File: src/rtl/seq_det_sched.sv
// Round-robin scheduler that time-shares one serial sequence detector among NREQ requesters.
// Each granted job clears the detector, shifts a word MSB-first, and reports the hit count.
module seq_det_sched #(
  parameter int NREQ    = 4,
  parameter int WIDTH   = 16,
  parameter int DET_LAT = 1,
  parameter int CLR_CYC = 2
) (
  input  logic                          clk,
  input  logic                          rst,
  input  logic [NREQ-1:0]               req,
  input  logic [NREQ*WIDTH-1:0]         req_data,
  output logic [NREQ-1:0]               gnt,
  output logic [NREQ-1:0]               done,
  output logic [$clog2(WIDTH+1)-1:0]    hit_cnt,
  output logic                          busy,
  output logic                          det_rst_n,
  output logic                          det_in,
  input  logic                          det_out
);

  localparam int CW   = $clog2(WIDTH+1);
  localparam int IW   = $clog2(NREQ);
  localparam int PM0  = (WIDTH > CLR_CYC) ? WIDTH : CLR_CYC;
  localparam int PMAX = (PM0 > DET_LAT) ? PM0 : DET_LAT;
  localparam int PW   = $clog2(PMAX+1);

  typedef enum logic [2:0] {
    S_IDLE   = 3'd0,
    S_CLEAR  = 3'd1,
    S_SHIFT  = 3'd2,
    S_DRAIN  = 3'd3,
    S_REPORT = 3'd4
  } state_t;

  state_t           state_q, state_d;
  logic [PW-1:0]    cyc_q, cyc_d;
  logic [WIDTH-1:0] shreg_q, shreg_d;
  logic [IW-1:0]    owner_q, owner_d;
  logic [IW-1:0]    last_q, last_d;
  logic [CW-1:0]    cnt_q, cnt_d;
  logic [CW-1:0]    hit_q, hit_d;
  logic             det_rst_n_q, det_rst_n_d;
  logic             found_s;
  logic [IW-1:0]    win_s;
  logic [IW:0]      idx_s;

  // Search starts just after the last granted requester, wrapping around.
  always_comb begin
    found_s = 1'b0;
    win_s   = last_q;
    idx_s   = '0;
    for (int i = 1; i <= NREQ; i++) begin
      idx_s = {1'b0, last_q} + (IW+1)'(i);
      if (idx_s >= (IW+1)'(NREQ)) begin
        idx_s = idx_s - (IW+1)'(NREQ);
      end else begin
        idx_s = idx_s;
      end
      if (!found_s && req[idx_s[IW-1:0]]) begin
        found_s = 1'b1;
        win_s   = idx_s[IW-1:0];
      end else begin
        found_s = found_s;
      end
    end
  end

  always_comb begin
    state_d  = state_q;
    cyc_d    = cyc_q;
    shreg_d  = shreg_q;
    owner_d  = owner_q;
    last_d   = last_q;
    cnt_d    = cnt_q;
    hit_d    = hit_q;
    gnt      = '0;
    done     = '0;
    case (state_q)
      S_IDLE: begin
        if (found_s && !rst) begin
          gnt[win_s] = 1'b1;
          shreg_d    = req_data[int'(win_s)*WIDTH +: WIDTH];
          owner_d    = win_s;
          last_d     = win_s;
          cyc_d      = '0;
          cnt_d      = '0;
          state_d    = S_CLEAR;
        end else begin
          state_d = S_IDLE;
        end
      end
      S_CLEAR: begin
        cnt_d = '0;
        if (cyc_q == PW'(CLR_CYC-1)) begin
          cyc_d   = '0;
          state_d = S_SHIFT;
        end else begin
          cyc_d = cyc_q + PW'(1);
        end
      end
      S_SHIFT: begin
        shreg_d = {shreg_q[WIDTH-2:0], 1'b0};
        // The first DET_LAT shift cycles still show the detector's response to pre-job input.
        if ((cyc_q >= PW'(DET_LAT)) && det_out) begin
          cnt_d = cnt_q + CW'(1);
        end else begin
          cnt_d = cnt_q;
        end
        if (cyc_q == PW'(WIDTH-1)) begin
          cyc_d   = '0;
          state_d = S_DRAIN;
        end else begin
          cyc_d = cyc_q + PW'(1);
        end
      end
      S_DRAIN: begin
        if (det_out) begin
          cnt_d = cnt_q + CW'(1);
        end else begin
          cnt_d = cnt_q;
        end
        if (cyc_q == PW'(DET_LAT-1)) begin
          cyc_d   = '0;
          state_d = S_REPORT;
        end else begin
          cyc_d = cyc_q + PW'(1);
        end
      end
      S_REPORT: begin
        done[owner_q] = 1'b1;
        hit_d         = cnt_q;
        state_d       = S_IDLE;
      end
      default: begin
        state_d = S_IDLE;
      end
    endcase
  end

  assign det_rst_n_d = (state_d != S_CLEAR);
  assign det_rst_n   = det_rst_n_q;
  assign det_in      = (state_q == S_SHIFT) ? shreg_q[WIDTH-1] : 1'b0;
  assign busy        = (state_q != S_IDLE);
  assign hit_cnt     = (state_q == S_REPORT) ? cnt_q : hit_q;

  always_ff @(posedge clk) begin
    if (rst) begin
      state_q     <= S_IDLE;
      cyc_q       <= '0;
      shreg_q     <= '0;
      owner_q     <= '0;
      last_q      <= IW'(NREQ-1);
      cnt_q       <= '0;
      hit_q       <= '0;
      det_rst_n_q <= 1'b0;
    end else begin
      state_q     <= state_d;
      cyc_q       <= cyc_d;
      shreg_q     <= shreg_d;
      owner_q     <= owner_d;
      last_q      <= last_d;
      cnt_q       <= cnt_d;
      hit_q       <= hit_d;
      det_rst_n_q <= det_rst_n_d;
    end
  end

endmodule

File: config.mk
export PLATFORM = sky130hd
export DESIGN_NAME = seq_det_sched
export DESIGN_NICKNAME = d
export VERILOG_FILES = /design/src/rtl/seq_det_sched.sv
export SDC_FILE = /design/constraint.sdc
export NUM_CORES = 1
export LEC_CHECK = 0
export ABC_AREA = 1
export CAP_MARGIN = 5
export CORE_MARGIN = 5
export CORE_UTILIZATION = 49
export DETAILED_ROUTE_END_ITERATION = 12
export PLACE_DENSITY = 0.88
export SYNTH_ARGS = -nofsm -noshare
export SYNTH_HDL_FRONTEND = slang
export SYNTH_SLANG_ARGS = --single-unit
File: constraint.sdc
create_clock -name clk -period 3 [get_ports clk]
set_input_delay 0.3 -clock clk [delete_from_list [all_inputs] [get_ports clk]]
set_output_delay 0.3 -clock clk [all_outputs]
set_load 0.02 [all_outputs]
## After elaboration in Yosys (flattened, before gate mapping)

Index checks and enable logic that the tools add are counted.
W data, S select, Z words.

- Word-level logic and storage cells: 106
- Register bits after elaboration: 39
- Bits of input ports: 71
- Output and inout port bits: 16

- Reduce and logical (&&, ||, !) cells: 20
- Add/sub/neg operators: 10
- Eq/ne operators: 10
- $lt $le $gt $ge: 13
- Muxes and demuxes: 44
- Shifts and indexed selects: 1

Operators by type and width:

| kind | number |
|---|---|
| $shiftx A64 B7 Y16 | 1 |
| $pmux W5 S4 | 2 |
| $mux W5 | 7 |
| $pmux W16 S2 | 1 |
| $lt A2 B3 Y1 const B | 6 |
| $mux W16 | 1 |
| $mux W2 | 8 |
| $ge A3 B3 Y1 const B | 4 |
| $mux W1 | 12 |
| $mux W4 | 3 |
| $pmux W3 S4 | 1 |
| $add A5 B1 Y5 const B | 2 |
| $mux W3 | 3 |
| $bmux W1 S2 | 4 |
| $sub A2 B1 Y2 const B | 4 |
| $logic_and A1 B1 Y1 | 7 |
| $add A2 B2 Y3 const B | 2 |
| $eq A3 B2 Y1 const B | 2 |
| $ne A2 B2 Y1 const B | 3 |
| $reduce_and A2 Y1 | 3 |
| $eq A5 B1 Y1 const B | 1 |
| $eq A5 B4 Y1 const B | 1 |
| $ge A5 B1 Y1 const B | 1 |
| $logic_not A5 Y1 | 1 |
| other kinds (13) | 18 |

## Logic depth before layout (Yosys ltp)

- Depth in word-level cells: 21
- Depth in mapped cells: 17

## Worst setup path before layout

No wires, ideal clock.

- Kind: register to output
- From: register last_q[0]
- To: output gnt[3]
- Arrival time: 1.761 ns
- Data required time: 2.700 ns
- Path slack: 0.939 ns
- Cell stages (with the launch flop): 13
- Buffers on the path: 2
- Cells stage by stage: dfxtp_1 -> buf_6 -> nand2_1 -> nand2_2 -> nand2_2 -> nand2_2 -> inv_4 -> nand2_2 -> nand2_4 -> nand2_4 -> inv_4 -> buf_6 -> nor3_1

- Cells in the longest elaborated chain, start to end: 21
- Elaborated cells on any way between the ends: 46

Ends and longest elaborated chain:

| what | line | text |
|---|---|---|
| start: declaration | 40 | `logic [IW-1:0] last_q, last_d;` |
| start signal: assignment | 153 | `last_q <= IW'(NREQ-1);` |
| start signal: assignment | 162 | `last_q <= last_d;` |
| $add A2 B1 Y3 | 54 | `idx_s = {1'b0, last_q} + (IW+1)'(i);` |
| $ge A3 B3 Y1 or $sub A2 B1 Y2 (tied branches) | 55, 56 |  |
| $mux W2 | 55 | `if (idx_s >= (IW+1)'(NREQ)) begin` |
| $bmux W1 S2 | 60 | `if (!found_s && req[idx_s[IW-1:0]]) begin` |
| $mux W1 (not written as such) | 60 |  |
| $mux W1 | 60 |  |
| $logic_not A1 Y1 | 60 |  |
| $logic_and A1 B1 Y1 | 60 |  |
| [5 not listed] | - |  |
| $logic_and A1 B1 Y1 | 60 |  |
| $mux W2 | 60 |  |
| $lt A2 B3 Y1 (not written as such) or $ge A2 B1 Y1 (tied branches) | 82 | `gnt[win_s] = 1'b1;` |
| $logic_and A1 B1 Y1 (not written as such) | 82 |  |
| $mux W1 (not written as such) | 82 |  |
| $demux W1 S2 | 82 |  |
| $mux W4 * | 81 | `if (found_s && !rst) begin` |
| $mux W4 * | 79 | `case (state_q)` |
| end: declaration | 13 | `output logic [NREQ-1:0] gnt,` |

Every way passes the cells marked *; elsewhere a longest branch is shown, timed or not. The select of a mux whose other input is x is not followed.

## Final worst setup path

- From: register last_q[0]
- To: output gnt[0]

Same word-level chain as after synthesis.

==> metrics.txt <==
status completed; DRC 0; min-delay worst type flip-flop to flip-flop; n_diodes 0; syn avg cell area 5.90 sq um; Synth cell types 33; peak fanout along the critical path 8; Die X 86.4 um; final non-filler cell total 641; final wirelength 7280 um; crit path launch last_q[0]; I/O pin cnt 87; Max Cap Viol 0; YS warnings 0; initial antenna violation count 0; layout cell share with drive strength beyond 1 7.91%; final setup violation count 0; Global Route met1 Usage around 23%; Cell Pwr Density 796 nW/um^2; reg2reg start last_q[0]; RD Place Congestion 0.826; Syn Std Cell Area 2860 sq um; commonest non-fill, non-tap cell in the layout nand2_1; final clock skew about 5.0 ps; final net count 645; Port Buf Inserts 86; Clock Sink Count 39; LEAKAGE 1.90 nW; Placed Instances 633; Slew @ Worst Pin 431 ps; Setup CP Type flip-flop to output port; Worst Setup End Kind output port; crit path time final 2720 ps; CTS tree yes; worst skew pair latency just under 300 ps; endpoints failing hold 0; initial core utilization 51.0%; via count 3169; CTS Buf Count 5; Die Height 86.4 um; vias in the first global route around 3000; GRT Total Usage between 20% and 30%; post-synthesis sequential area ratio around 27%; initial DRC count 236; setup TNS 0 ps; syn nets 562; met3 Use GR 4.18%; Max VDD drop 0.721 mV; RSZ-0062 raised after global routing false; commonest cells after routing, fill and taps aside nand2_1, clkdlybuf4s50_1, nand3_1; final antenna-violating net count 0; Startpoint Class flip-flop; H-Tree Depth 2; Final Slew Violations 0; Req. time, crit path around 2700 ps; total gr overflow 0; deepest clock path buffer count 2; Area Overhead vs Synth 33.7%; largest net degree at the start of global routing 30; Vias/cell 4.94; slew margin rel. 71.2%; hold wc startpoint cyc_q[2]; core box area 5610 sq um; DPL Wire Length around 5700 um; #FFs+latches synth 39; pre-CTS WS 273 ps; hold buffers post-CTS 0; GR peak layer met2; Crit path arrival time 2420 ps; Routed wire per std cell around 11 um; Worst-path clk slew 70 ps; Die Area approximately 7500 sq um; met2 usage 37.3%; first-pass GRT wire length between 10000 and 15000 um; cells after synthesis 485; Site Rows 27; DR pass1 iterations 4; Max Freq 0.368 GHz; root buffer cell clkbuf_8; fin crit share 90.5%; Worst Slack Setup Final about 280 ps
==> final timing paths <==
kind / endpoint / slack (ps) / depth (start not counted)
worst max-delay path: gnt[0] / 280 / 10
worst min-delay path: cyc_q[2] / 520 / 2
worst max register to register: shreg_q[6] / 980 / 16
worst min register to register: cyc_q[2] / 520 / 2
==> cells in the mapped netlist <==
cell type / n / share of area [%]
clkbuf_1: 4 / 0.52
nor2_4: 1 / 0.39
nand2_4: 5 / 2.0
nand3_2: 1 / 0.35
or2_2: 1 / 0.22
nand2_1: 195 / 26
nand3_1: 60 / 10
nor4_1: 1 / 0.22
inv_2: 5 / 0.66
nor2_2: 1 / 0.22
xor2_1: 3 / 0.92
a31oi_2: 1 / 0.44
a31oi_1: 4 / 0.87
buf_2: 5 / 0.87
nand3_4: 1 / 0.61
a211oi_2: 1 / 0.44
ha_1: 6 / 2.6
clkinv_1: 1 / 0.13
nor3_1: 9 / 1.6
inv_1: 58 / 7.6
o22ai_1: 1 / 0.22
buf_4: 2 / 0.52
nand2_2: 11 / 2.4
o21ai_1: 2 / 0.35
nand3b_2: 1 / 0.39
buf_6: 6 / 2.4
o21ai_0: 10 / 1.7
a211oi_1: 1 / 0.26
a21oi_1: 19 / 3.3
dfxtp_1: 39 / 27
inv_4: 3 / 0.66
nand4_1: 3 / 0.66
nor2_1: 24 / 3.1
==> where the power goes <==
group | switching (W) | internal [W] | leakage (nW)
logic | 0.00127 | 0.000709 | 1.54
clock network | 0.000176 | 0.000163 | 0.0422
registers | 0.0000764 | 0.000651 | 0.318
total | 0.00152 | 0.00152 | 1.90
==> routing by layer <==
| layer | vias up | part of all wire (%) | wire (um) |
|---|---|---|---|
| li1 | 1682 | - | - |
| met5 | - | 0 | 0 |
| met2 | 94 | 49 | 3590 |
| met3 | 9 | 6.0 | 440 |
| met4 | 0 | 1.6 | 119 |
| met1 | 1384 | 43 | 3130 |
==> metrics by stage <==
stage               total power (W)  cell area (sq um)  hold slack [ps]  utilization [%]
floorplan                   0.00237               2860              462                -
global placement            0.00267               3740              481             66.8
detailed placement          0.00272               3740              505             66.8
CTS                         0.00307               3820              516             68.2
global route                0.00338               3830              544             68.3
finish                      0.00305               3830              521             68.3
==> area by class of cell <==
class | count | area (sq um)
fill | 520 | 1780
multi-input combinational | 362 | 1700
timing repair buffer | 93 | 916
sequential | 39 | 781
inverter | 67 | 259
tap | 72 | 90.1
clock buffer | 7 | 76.3
clock inverter | 1 | 5.00
==> what timing repair did <==
item / 4_1_cts / 5_1_grt
endpoints found under the setup margin: 0 / 1
setup buffers: 0 / 0
endpoints found under the hold margin: 0 / 0
resized for setup: 0 / 1
==> state kept, by name (all words and copies together) (netlist names) <==
| register | cells |
|---|---|
| cnt_q | 5 |
| last_q | 2 |
| owner_q | 2 |
| state_q | 3 |
| det_rst_n | 1 |
| hit_q | 5 |
| cyc_q | 5 |
| shreg_q | 16 |
==> critical path: stages (launching register included) <==
cell and delay (ps):
dfxtp_1 390, buf_4 200, nand2_1 80, nand3_1 100, nand2_2 110, nand3_2 130, nand3b_2 170, nor2_1 180
inv_1 80, nor2_1 100, clkdlybuf4s50_1 610
==> logic make-up after synthesis <==
family | share of synthesized area (%)
simple gates | 48.2
buf+inv | 13.3
xor+xnor | 0.918
fa+ha+maj | 2.62
compound gates | 7.65
flops | 27.3
Power figures use the tool's default switching activity.
